--- config.mk ---
export PLATFORM = sky130hd
export DESIGN_NAME = uart_rx_fifo
export DESIGN_NICKNAME = d
export VERILOG_FILES = /design/src/rtl/uart_pkg.sv /design/src/rtl/uart_fifo_ram.sv /design/src/rtl/uart_rx_fifo.sv
export SDC_FILE = /design/constraint.sdc
export NUM_CORES = 1
export LEC_CHECK = 0
export CAP_MARGIN = 15
export CELL_PAD_IN_SITES_DETAIL_PLACEMENT = 0
export CELL_PAD_IN_SITES_GLOBAL_PLACEMENT = 1
export CORE_ASPECT_RATIO = 2
export CORE_MARGIN = 1.5
export CORE_UTILIZATION = 40
export CTS_BUF_LIST = sky130_fd_sc_hd__clkbuf_8
export DETAILED_ROUTE_END_ITERATION = 12
export GPL_ROUTABILITY_DRIVEN = 0
export PLACE_DENSITY = 0.66
export SLEW_MARGIN = 20
export SYNTH_ARGS = -nofsm -noshare
export SYNTH_HDL_FRONTEND = slang
export SYNTH_SLANG_ARGS = --single-unit
--- constraint.sdc ---
create_clock -name clk -period 5.4 [get_ports clk]
set_input_delay 0.81 -clock clk [delete_from_list [all_inputs] [get_ports clk]]
set_output_delay 0.81 -clock clk [all_outputs]
set_load 0.05 [all_outputs]
--- src/rtl/uart_pkg.sv ---
// -----------------------------------------------------------------------------
// uart_pkg
// Shared UART types and constants. The receiver, the receive FIFO and the
// future transmit FIFO all use these definitions, so they agree on byte width
// and default FIFO sizing.
//
// Contents:
//   UART_DATA_W           byte width shared with the receiver
//   UART_FIFO_DEPTH_LOG2  default log2 entry count of a UART FIFO
//   UART_FIFO_AF_LEVEL    default almost-full threshold (occupancy)
//   uart_byte_t           one UART byte
//   uart_fifo_flags_t     registered FIFO status flags
//   uart_fifo_flags()     flag decode from an occupancy value
// -----------------------------------------------------------------------------
package uart_pkg;

  localparam int UART_DATA_W          = 8;
  localparam int UART_FIFO_DEPTH_LOG2 = 4;
  localparam int UART_FIFO_AF_LEVEL   = 12;

  typedef logic [UART_DATA_W-1:0] uart_byte_t;

  typedef struct packed {
    logic empty;
    logic full;
    logic almost_full;
  } uart_fifo_flags_t;

  localparam uart_fifo_flags_t UART_FIFO_FLAGS_RST = '{
    empty:       1'b1,
    full:        1'b0,
    almost_full: 1'b0
  };

  // Flags are decoded from the next-state occupancy so that the registered
  // copies line up with the registered count.
  function automatic uart_fifo_flags_t uart_fifo_flags(
    input int unsigned count,
    input int unsigned depth,
    input int unsigned af_level
  );
    uart_fifo_flags_t f;
    f.empty       = (count == 0);
    f.full        = (count == depth);
    f.almost_full = (count >= af_level);
    return f;
  endfunction

endpackage

--- src/rtl/uart_fifo_ram.sv ---
// -----------------------------------------------------------------------------
// uart_fifo_ram
// Simple dual-port storage array for UART FIFOs: one synchronous write port
// and one read port. The read port is either registered (1-cycle latency,
// output register reset to zero) or asynchronous, chosen by REG_RD. The
// storage array itself is never reset.
//
// Parameters:
//   DATA_W  entry width
//   ADDR_W  address width; the array holds 2**ADDR_W entries
//   REG_RD  1: registered read updated when re is high; 0: async read
//
// Ports:
//   clk    in   clock
//   rst_n  in   async active-low reset (read register only)
//   we     in   write enable
//   waddr  in   write address
//   wdata  in   write data
//   re     in   read enable (registered read only)
//   raddr  in   read address
//   rdata  out  read data
// -----------------------------------------------------------------------------
module uart_fifo_ram #(
  parameter int DATA_W = 8,
  parameter int ADDR_W = 4,
  parameter bit REG_RD = 1'b1
) (
  input  logic              clk,
  input  logic              rst_n,
  input  logic              we,
  input  logic [ADDR_W-1:0] waddr,
  input  logic [DATA_W-1:0] wdata,
  input  logic              re,
  input  logic [ADDR_W-1:0] raddr,
  output logic [DATA_W-1:0] rdata
);

  localparam int DEPTH = 1 << ADDR_W;

  logic [DATA_W-1:0] mem_q [DEPTH];

  always_ff @(posedge clk) begin
    if (we) begin
      mem_q[waddr] <= wdata;
    end
  end

  generate
    if (REG_RD) begin : g_reg_rd
      logic [DATA_W-1:0] rdata_q;
      logic [DATA_W-1:0] rdata_d;

      // Holds its last value between reads. A read and a write to the same
      // address in one cycle returns the old contents.
      always_comb begin
        rdata_d = rdata_q;
        if (re) begin
          rdata_d = mem_q[raddr];
        end
      end

      always_ff @(posedge clk or negedge rst_n) begin
        if (!rst_n) begin
          rdata_q <= '0;
        end else begin
          rdata_q <= rdata_d;
        end
      end

      assign rdata = rdata_q;
    end else begin : g_async_rd
      // Async read has no enable and no state to reset.
      logic unused_rd_ctrl;
      assign unused_rd_ctrl = &{1'b0, re, rst_n};
      assign rdata          = mem_q[raddr];
    end
  endgenerate

endmodule

--- src/rtl/uart_rx_fifo.sv ---
// -----------------------------------------------------------------------------
// uart_rx_fifo
// Receive buffer behind the UART receiver. Every byte presented on the
// receiver's done tick is written into a circular FIFO; the consumer drains
// it through a read handshake. Provides registered empty/full/almost_full
// flags, an explicit occupancy count and a sticky overrun indicator.
//
// Build option:
//   UART_RX_FIFO_FWFT_EN  defined: first-word-fall-through, dout shows the
//                         head entry whenever empty is low (don't-care while
//                         empty). Undefined: dout is registered and updates
//                         on the clock edge that completes a pop.
//
// Parameters:
//   DATA_W      byte width (matches receiver output)
//   DEPTH_LOG2  log2 of entry count
//   AF_LEVEL    occupancy at or above which almost_full asserts
//
// Ports:
//   clk          in   system clock
//   reset        in   async active-low reset
//   din          in   byte from receiver
//   wr_tick      in   one-cycle write strobe from receiver
//   rd_en        in   consumer pop request
//   dout         out  read data
//   empty        out  FIFO holds no entries
//   full         out  FIFO holds 2**DEPTH_LOG2 entries
//   almost_full  out  count >= AF_LEVEL
//   count        out  current occupancy
//   overrun      out  sticky: a write arrived while full and was dropped
//   clr_overrun  in   one-cycle clear of overrun
//
// Read handshake: empty low is "valid", rd_en is "ready"; an entry is popped
// on a clock edge where rd_en is high and empty is low. rd_en while empty is
// ignored. The write side has no backpressure: a write while full with no
// pop in the same cycle is dropped and flagged via overrun.
// -----------------------------------------------------------------------------
module uart_rx_fifo
  import uart_pkg::*;
#(
  parameter int          DATA_W     = UART_DATA_W,
  parameter int          DEPTH_LOG2 = UART_FIFO_DEPTH_LOG2,
  parameter int unsigned AF_LEVEL   = UART_FIFO_AF_LEVEL
) (
  input  logic                  clk,
  input  logic                  reset,
  input  logic [DATA_W-1:0]     din,
  input  logic                  wr_tick,
  input  logic                  rd_en,
  output logic [DATA_W-1:0]     dout,
  output logic                  empty,
  output logic                  full,
  output logic                  almost_full,
  output logic [DEPTH_LOG2:0]   count,
  output logic                  overrun,
  input  logic                  clr_overrun
);

  localparam int unsigned DEPTH = 1 << DEPTH_LOG2;

`ifdef UART_RX_FIFO_FWFT_EN
  localparam bit REG_RD = 1'b0;
`else
  localparam bit REG_RD = 1'b1;
`endif

  typedef logic [DEPTH_LOG2-1:0] ptr_t;
  typedef logic [DEPTH_LOG2:0]   cnt_t;

  ptr_t             wr_ptr_q, wr_ptr_d;
  ptr_t             rd_ptr_q, rd_ptr_d;
  cnt_t             count_q, count_d;
  uart_fifo_flags_t flags_q, flags_d;
  logic             overrun_q, overrun_d;

  logic pop;
  logic wr_accept;
  logic overrun_event;

  always_comb begin
    pop           = rd_en && !flags_q.empty;
    // A pop in the same cycle frees a slot, so a write to a full FIFO is
    // still accepted when the consumer is reading.
    wr_accept     = wr_tick && (!flags_q.full || pop);
    overrun_event = wr_tick && flags_q.full && !pop;

    wr_ptr_d = wr_ptr_q;
    rd_ptr_d = rd_ptr_q;
    count_d  = count_q;

    // Pointers are DEPTH_LOG2 bits wide and wrap modulo depth on overflow.
    if (wr_accept) begin
      wr_ptr_d = wr_ptr_q + ptr_t'(1);
    end
    if (pop) begin
      rd_ptr_d = rd_ptr_q + ptr_t'(1);
    end

    case ({wr_accept, pop})
      2'b10:   count_d = count_q + cnt_t'(1);
      2'b01:   count_d = count_q - cnt_t'(1);
      default: count_d = count_q;
    endcase

    flags_d = uart_fifo_flags(32'(count_d), DEPTH, AF_LEVEL);

    // Set has priority over clear so a coincident overrun is never lost.
    overrun_d = overrun_q;
    if (clr_overrun) begin
      overrun_d = 1'b0;
    end
    if (overrun_event) begin
      overrun_d = 1'b1;
    end
  end

  always_ff @(posedge clk or negedge reset) begin
    if (!reset) begin
      wr_ptr_q  <= '0;
      rd_ptr_q  <= '0;
      count_q   <= '0;
      flags_q   <= UART_FIFO_FLAGS_RST;
      overrun_q <= 1'b0;
    end else begin
      wr_ptr_q  <= wr_ptr_d;
      rd_ptr_q  <= rd_ptr_d;
      count_q   <= count_d;
      flags_q   <= flags_d;
      overrun_q <= overrun_d;
    end
  end

  // Registered read uses the current rd_ptr so the popped entry lands on
  // dout at the same edge that advances the pointer. In FWFT mode the async
  // read shows whatever entry rd_ptr points at.
  uart_fifo_ram #(
    .DATA_W (DATA_W),
    .ADDR_W (DEPTH_LOG2),
    .REG_RD (REG_RD)
  ) u_ram (
    .clk   (clk),
    .rst_n (reset),
    .we    (wr_accept),
    .waddr (wr_ptr_q),
    .wdata (din),
    .re    (pop),
    .raddr (rd_ptr_q),
    .rdata (dout)
  );

  assign empty       = flags_q.empty;
  assign full        = flags_q.full;
  assign almost_full = flags_q.almost_full;
  assign count       = count_q;
  assign overrun     = overrun_q;

endmodule

---- Word-level counts from Yosys, hierarchy flattened ----
Memory sizes are Yosys's and may differ from the RTL's. A register that Yosys moved wholly into a read port is not among the register bits.
Index checks and enable logic that the tools add are counted.
word-level totals
  output and inout port bits .............. 17
  input bits .............................. 13
  word-level logic and storage cells ...... 32
  bits in registers ....................... 17
  memories ................................ 1
  bits in writable memories ............... 128
memories
  name         words  width  read ports  clocked after memory_dff  wr ports  line                 source
  u_ram.mem_q  16     8      1           1                         1         uart_fifo_ram.sv:40  logic [DATA_W-1:0] mem_q [DEPTH];
operators by class
  reduce and logical (&&, ||, !) cells .... 11
  eq/ne operators ......................... 3
  magnitude comparators ................... 1
  mux-type cells .......................... 5
  add/sub/neg operators ................... 4
operator list
  cell                 count
  $pmux 5 s2           1
  $add 4x1->4 const B  2
  $add 5x1->5 const B  1
  $eq 5x5->1 const B   1
  $ge 5x4->1 const B   1
  $logic_not 5->1      1
  $sub 5x1->5 const B  1
  $logic_and 1x1->1    4
  $logic_not 1->1      4
  $mux 1               4
  $eq 2x1->1 const B   1
  $eq 2x2->1 const B   1
  $reduce_bool 2->1    1
  $logic_or 1x1->1     1

---- Longest topological paths before layout ----
  word-level depth ........................ 7
  depth in mapped cells ................... 12
  depth with buffers taken out ............ 11

---- Cells and area by module ----
From an unflattened synthesis, not the netlist that was laid out.
unflattened totals
  cells, all modules ...................... 325
  area, all modules ....................... 6282.3 um^2
by module, submodules not included
  module         times used  cells each  sequential area each (um^2)  area each (um^2)
  uart_fifo_ram  1           240         4043.9                       5331.4
  uart_rx_fifo   1           85          426.7                        950.9

---- Least setup slack after synthesis ----
Ideal clock, no wire load.
  path type ............................... input port to flip-flop
  from .................................... in rd_en
  to ...................................... reg flags_q (netlist bit full)
  stages .................................. 12
  buffers on the path ..................... 1
  setup slack ............................. 2.334 ns
  required time ........................... 5.312 ns
  arrival ................................. 2.978 ns
  library setup time ...................... 0.088 ns
  cell sequence ........................... nand2b_1 > a21boi_1 > inv_1 > ha_1 > buf_2 > xor2_1 > ha_1 > o21ai_0 > a221oi_1 > o211ai_1 > xnor2_1 > nor3b_1
RTL lines
  what                  line                 source
  start, declared       uart_rx_fifo.sv:49   input logic rd_en,
  end signal, assigned  uart_rx_fifo.sv:128  flags_q <= flags_d;
  end, declared         uart_rx_fifo.sv:73   uart_fifo_flags_t flags_q, flags_d;

==> flow_metrics.env <==
export IMPL_cts_htree_levels=4
export IMPL_die_w_um=91.3
export IMPL_clock_path_buffers=2
export IMPL_num_vias=3006
export IMPL_grt_overflow=0
export IMPL_hp_class="flip-flop to flip-flop"
export IMPL_vdd_drop_max_mv=0.246
export IMPL_maxClockFrequency_mhz=268
export IMPL_critical_path_most_common_cell="sky130_fd_sc_hd__ha_1"
export IMPL_routed_length_per_instance_um=21.8
export IMPL_area_delta_synth_final_pct=14.0
export IMPL_number_of_enable_flip_flop_cells_after_synthesis=128
export IMPL_floorplan_initialDensity=0.408
export IMPL_wire_length_of_the_first_global_routing_pass_mm=18.9
export IMPL_whs_path_depth=1
export IMPL_worst_endpoint_required_ns=5.78
export IMPL_cp_start_kind="primary input"
export IMPL_path_max_fanout=21
export IMPL_first_iter_violations=231
export IMPL_nNetsFinal=379
export IMPL_seq_area_frac_synth=0.717
export IMPL_worstSetupPathType="primary input to flip-flop"
export IMPL_end_kind="flip-flop"
export IMPL_finalSetupTns_ns=0
export IMPL_crit_arrival_ns=4.10
export IMPL_dp_hpwl_mm=7.94
export IMPL_route_detailed_drc=0
export IMPL_via_count_of_the_first_global_routing_pass=3232
export IMPL_min_to="u_ram.rdata[6]"
export IMPL_antenna_cells_inserted=0
export IMPL_port_buffers=29
export IMPL_power_density_cell_area_nw_per_um2=534
export IMPL_layout_min_cycle_time_ns=3.73
export IMPL_timing_critical_path_max_delay_family="compound AO/OA/AOI/OAI gates"
export IMPL_vias_per_cell=5.28
export IMPL_finalSetupViolations=0
export IMPL_synth_fp_nets=348
export IMPL_maxSlewViolCount=0
export IMPL_global_route_usage_total=0.162
export IMPL_synth_cell_area_um2=6230
export IMPL_antenna_violating_nets_post_route=0
export IMPL_fin_worst_skew_ns=0.0213
export IMPL_crit_reg2reg_launch="empty"
export IMPL_rows=64
export IMPL_die_y_um=180
export IMPL_initial_antenna_violation_count=0
export IMPL_fin_area_um2=7100
export IMPL_rsz0062_at_grt="false"
export IMPL_cts_root_buffer="sky130_fd_sc_hd__clkbuf_8"
export IMPL_detailedRoute_firstPassIterationCount=4
export IMPL_top_level_ports=30
export IMPL_critPathLaunch="rd_en"
export IMPL_postSynthAreaPerCell_um2=19.1
export IMPL_placed_cell_area_um2=6700
export IMPL_cp_num_buf_inv=3
export IMPL_timing_reg2reg_worst_path_depth=12
export IMPL_finalHoldViolCount=0
export IMPL_floorplan_die_area_um2=16400
export IMPL_layout_worst_path_cycle_share=0.690
export IMPL_worst_setup_hold_path_clk_slew_ns=0.10
export IMPL_outcome="finished, final reports clean"
export IMPL_cap_viol_max_count=0
export IMPL_timing_critical_path_slowest_cell_delay_ns=0.55
export IMPL_grt_start_max_net_pins=36
export IMPL_timing_hold_worst_start="u_ram.rdata[6]"
export IMPL_adder_cell_area_share_of_the_yosys_netlist=0.0161
export IMPL_core_area_um2=15300
export IMPL_synth_top_family_by_area="multiplexers"
export IMPL_post_cts_setup_buffer_count=0
export IMPL_regToRegSetupSlack_ns=2.05
export IMPL_timing_rr_end="full"
export IMPL_postCtsResizedCells=0
export IMPL_syn_instance_count=327
export IMPL_slew_headroom=0.269
export IMPL_final_cell_mix="sky130_fd_sc_hd__edfxtp_1, sky130_fd_sc_hd__clkdlybuf4s50_1, sky130_fd_sc_hd__dfrtp_1, sky130_fd_sc_hd__clkbuf_8, sky130_fd_sc_hd__mux4_1"
export IMPL_yosysWarnings=0
export IMPL_synth_xor_area_share=0.0155
export IMPL_post_synth_and_or_nand_nor_area_fraction=0.0440
export IMPL_yosys_cell_types_count=40
export IMPL_most_common_library_cell_in_the_layout_ignoring_fill_and_taps="sky130_fd_sc_hd__edfxtp_1"
export IMPL_async_flop_share=0.163
export IMPL_clock_tree_from_tritoncts="built"
export IMPL_num_fill_cells=1284
export IMPL_crit_slowest_cell="sky130_fd_sc_hd__a21boi_1"
export IMPL_max_slew_worst_pin_slew_ns=1.10
export IMPL_clock_sinks=153
export IMPL_drt_wl_total_mm=12.4
export IMPL_dominantRegCellSynth="sky130_fd_sc_hd__edfxtp_1"
export IMPL_post_synthesis_register_bit_count=153
export IMPL_crit_path_cell_trace="clkdlybuf4s50_1 > nand2b_1 > buf_4 > a21boi_1 > inv_1 > ha_1 > xor2_1 > ha_1 > o21ai_0 > a221oi_1 > o211ai_1 > xnor2_1 > nor3b_1"
export IMPL_cts_hold_repair_buffers=0
export IMPL_total_leakage_power_nw=2.41
export IMPL_post_route_cells_drive_above_1_share=0.181
export IMPL_muxShareOfSynthArea=0.155
export IMPL_post_synthesis_compound_gate_area_fraction=0.0309
export IMPL_cts_buffers=17
export IMPL_clock_network_latency_to_the_later_pin_of_the_worst_skew_pair_ns=0.46
[synth_stat cells (all sizes together) (2+ instances only)]
cell / number / share of area
a21oi: 4 / 0.0032
a221o: 8 / 0.013
buf: 12 / 0.014
clkbuf: 8 / 0.0048
dfrtp: 24 / 0.096
edfxtp: 128 / 0.62
ha: 8 / 0.016
inv: 5 / 0.0030
mux2: 9 / 0.016
mux2i: 8 / 0.013
mux4: 32 / 0.13
nand2: 12 / 0.0072
nand2b: 4 / 0.0040
nand3: 2 / 0.0016
nand4: 2 / 0.0020
nor2: 14 / 0.0084
nor2b: 3 / 0.0030
nor3: 14 / 0.011
nor3b: 2 / 0.0024
o21ai: 4 / 0.0032
xnor2: 9 / 0.013
xor2: 2 / 0.0028
[worst max path at each step]
stage               endpoint  depth (start not counted)
finish                  full                         13
floorplan               full                         12
CTS                     full                         13
detailed placement      full                         13
global placement        full                         13
global route            full                         13
[kinds of logic (layout without fill, tap and decap cells)]
group | count (synthesis) | count (layout)
AO/OA/AOI/OAI | 25 | 25
XOR/XNOR | 11 | 11
adder cells (fa/ha/maj) | 8 | 8
buffers and inverters | 25 | 69
flip-flops | 153 | 153
multiplexers | 49 | 49
AND/OR/NAND/NOR | 56 | 56
[flip-flops by register name, summed over array words and instances, names as in the netlist]
signal / flops
wr_ptr_q: 4
rd_ptr_q: 4
overrun: 1
almost_full: 1
u_ram.mem_q: 128
empty: 1
full: 1
count: 5
u_ram.rdata: 8
[stage by stage]
stage                     hold slack [ns]  std cells  power, mW  setup slack, ns   util
final                               0.519        569       3.79             1.67  0.464
after global routing                0.547        569       3.97             1.45  0.464
after CTS                           0.527        569       3.84             1.75  0.464
after detailed placement            0.507        537       2.97             1.26  0.438
after global placement              0.508        537       2.94             1.46  0.438
after floorplan                     0.514        327       2.59             2.33      -
[final cells by class]
| type | instances | area, um2 | area share |
|---|---|---|---|
| Clock buffer | 19 | 262 | 0.0368 |
| Clock inverter | 13 | 141 | 0.0199 |
| Inverter | 5 | 18.8 | 0.00264 |
| Multi-Input combinational cell | 149 | 1650 | 0.232 |
| Sequential cell | 153 | 4470 | 0.630 |
| Tap cell | 198 | 248 | 0.0349 |
| Timing Repair Buffer | 32 | 313 | 0.0440 |
[layer usage]
layer | track usage | up-vias | share of wire
met1 | 0.167 | 1554 | 0.36
met2 | 0.304 | 60 | 0.59
met3 | 0.0360 | 12 | 0.024
met4 | 0.0694 | 0 | 0.019
met5 | 0 | - | 0
li1 | - | 1380 | -
[where the power goes]
| group | switching [mW] | internal, mW | total (mW) |
|---|---|---|---|
| combinational | 0.644 | 0.561 | 1.20 |
| sequential | 0.239 | 1.47 | 1.71 |
| clock | 0.437 | 0.440 | 0.877 |
No activity file was read; power rests on OpenSTA's default activity.
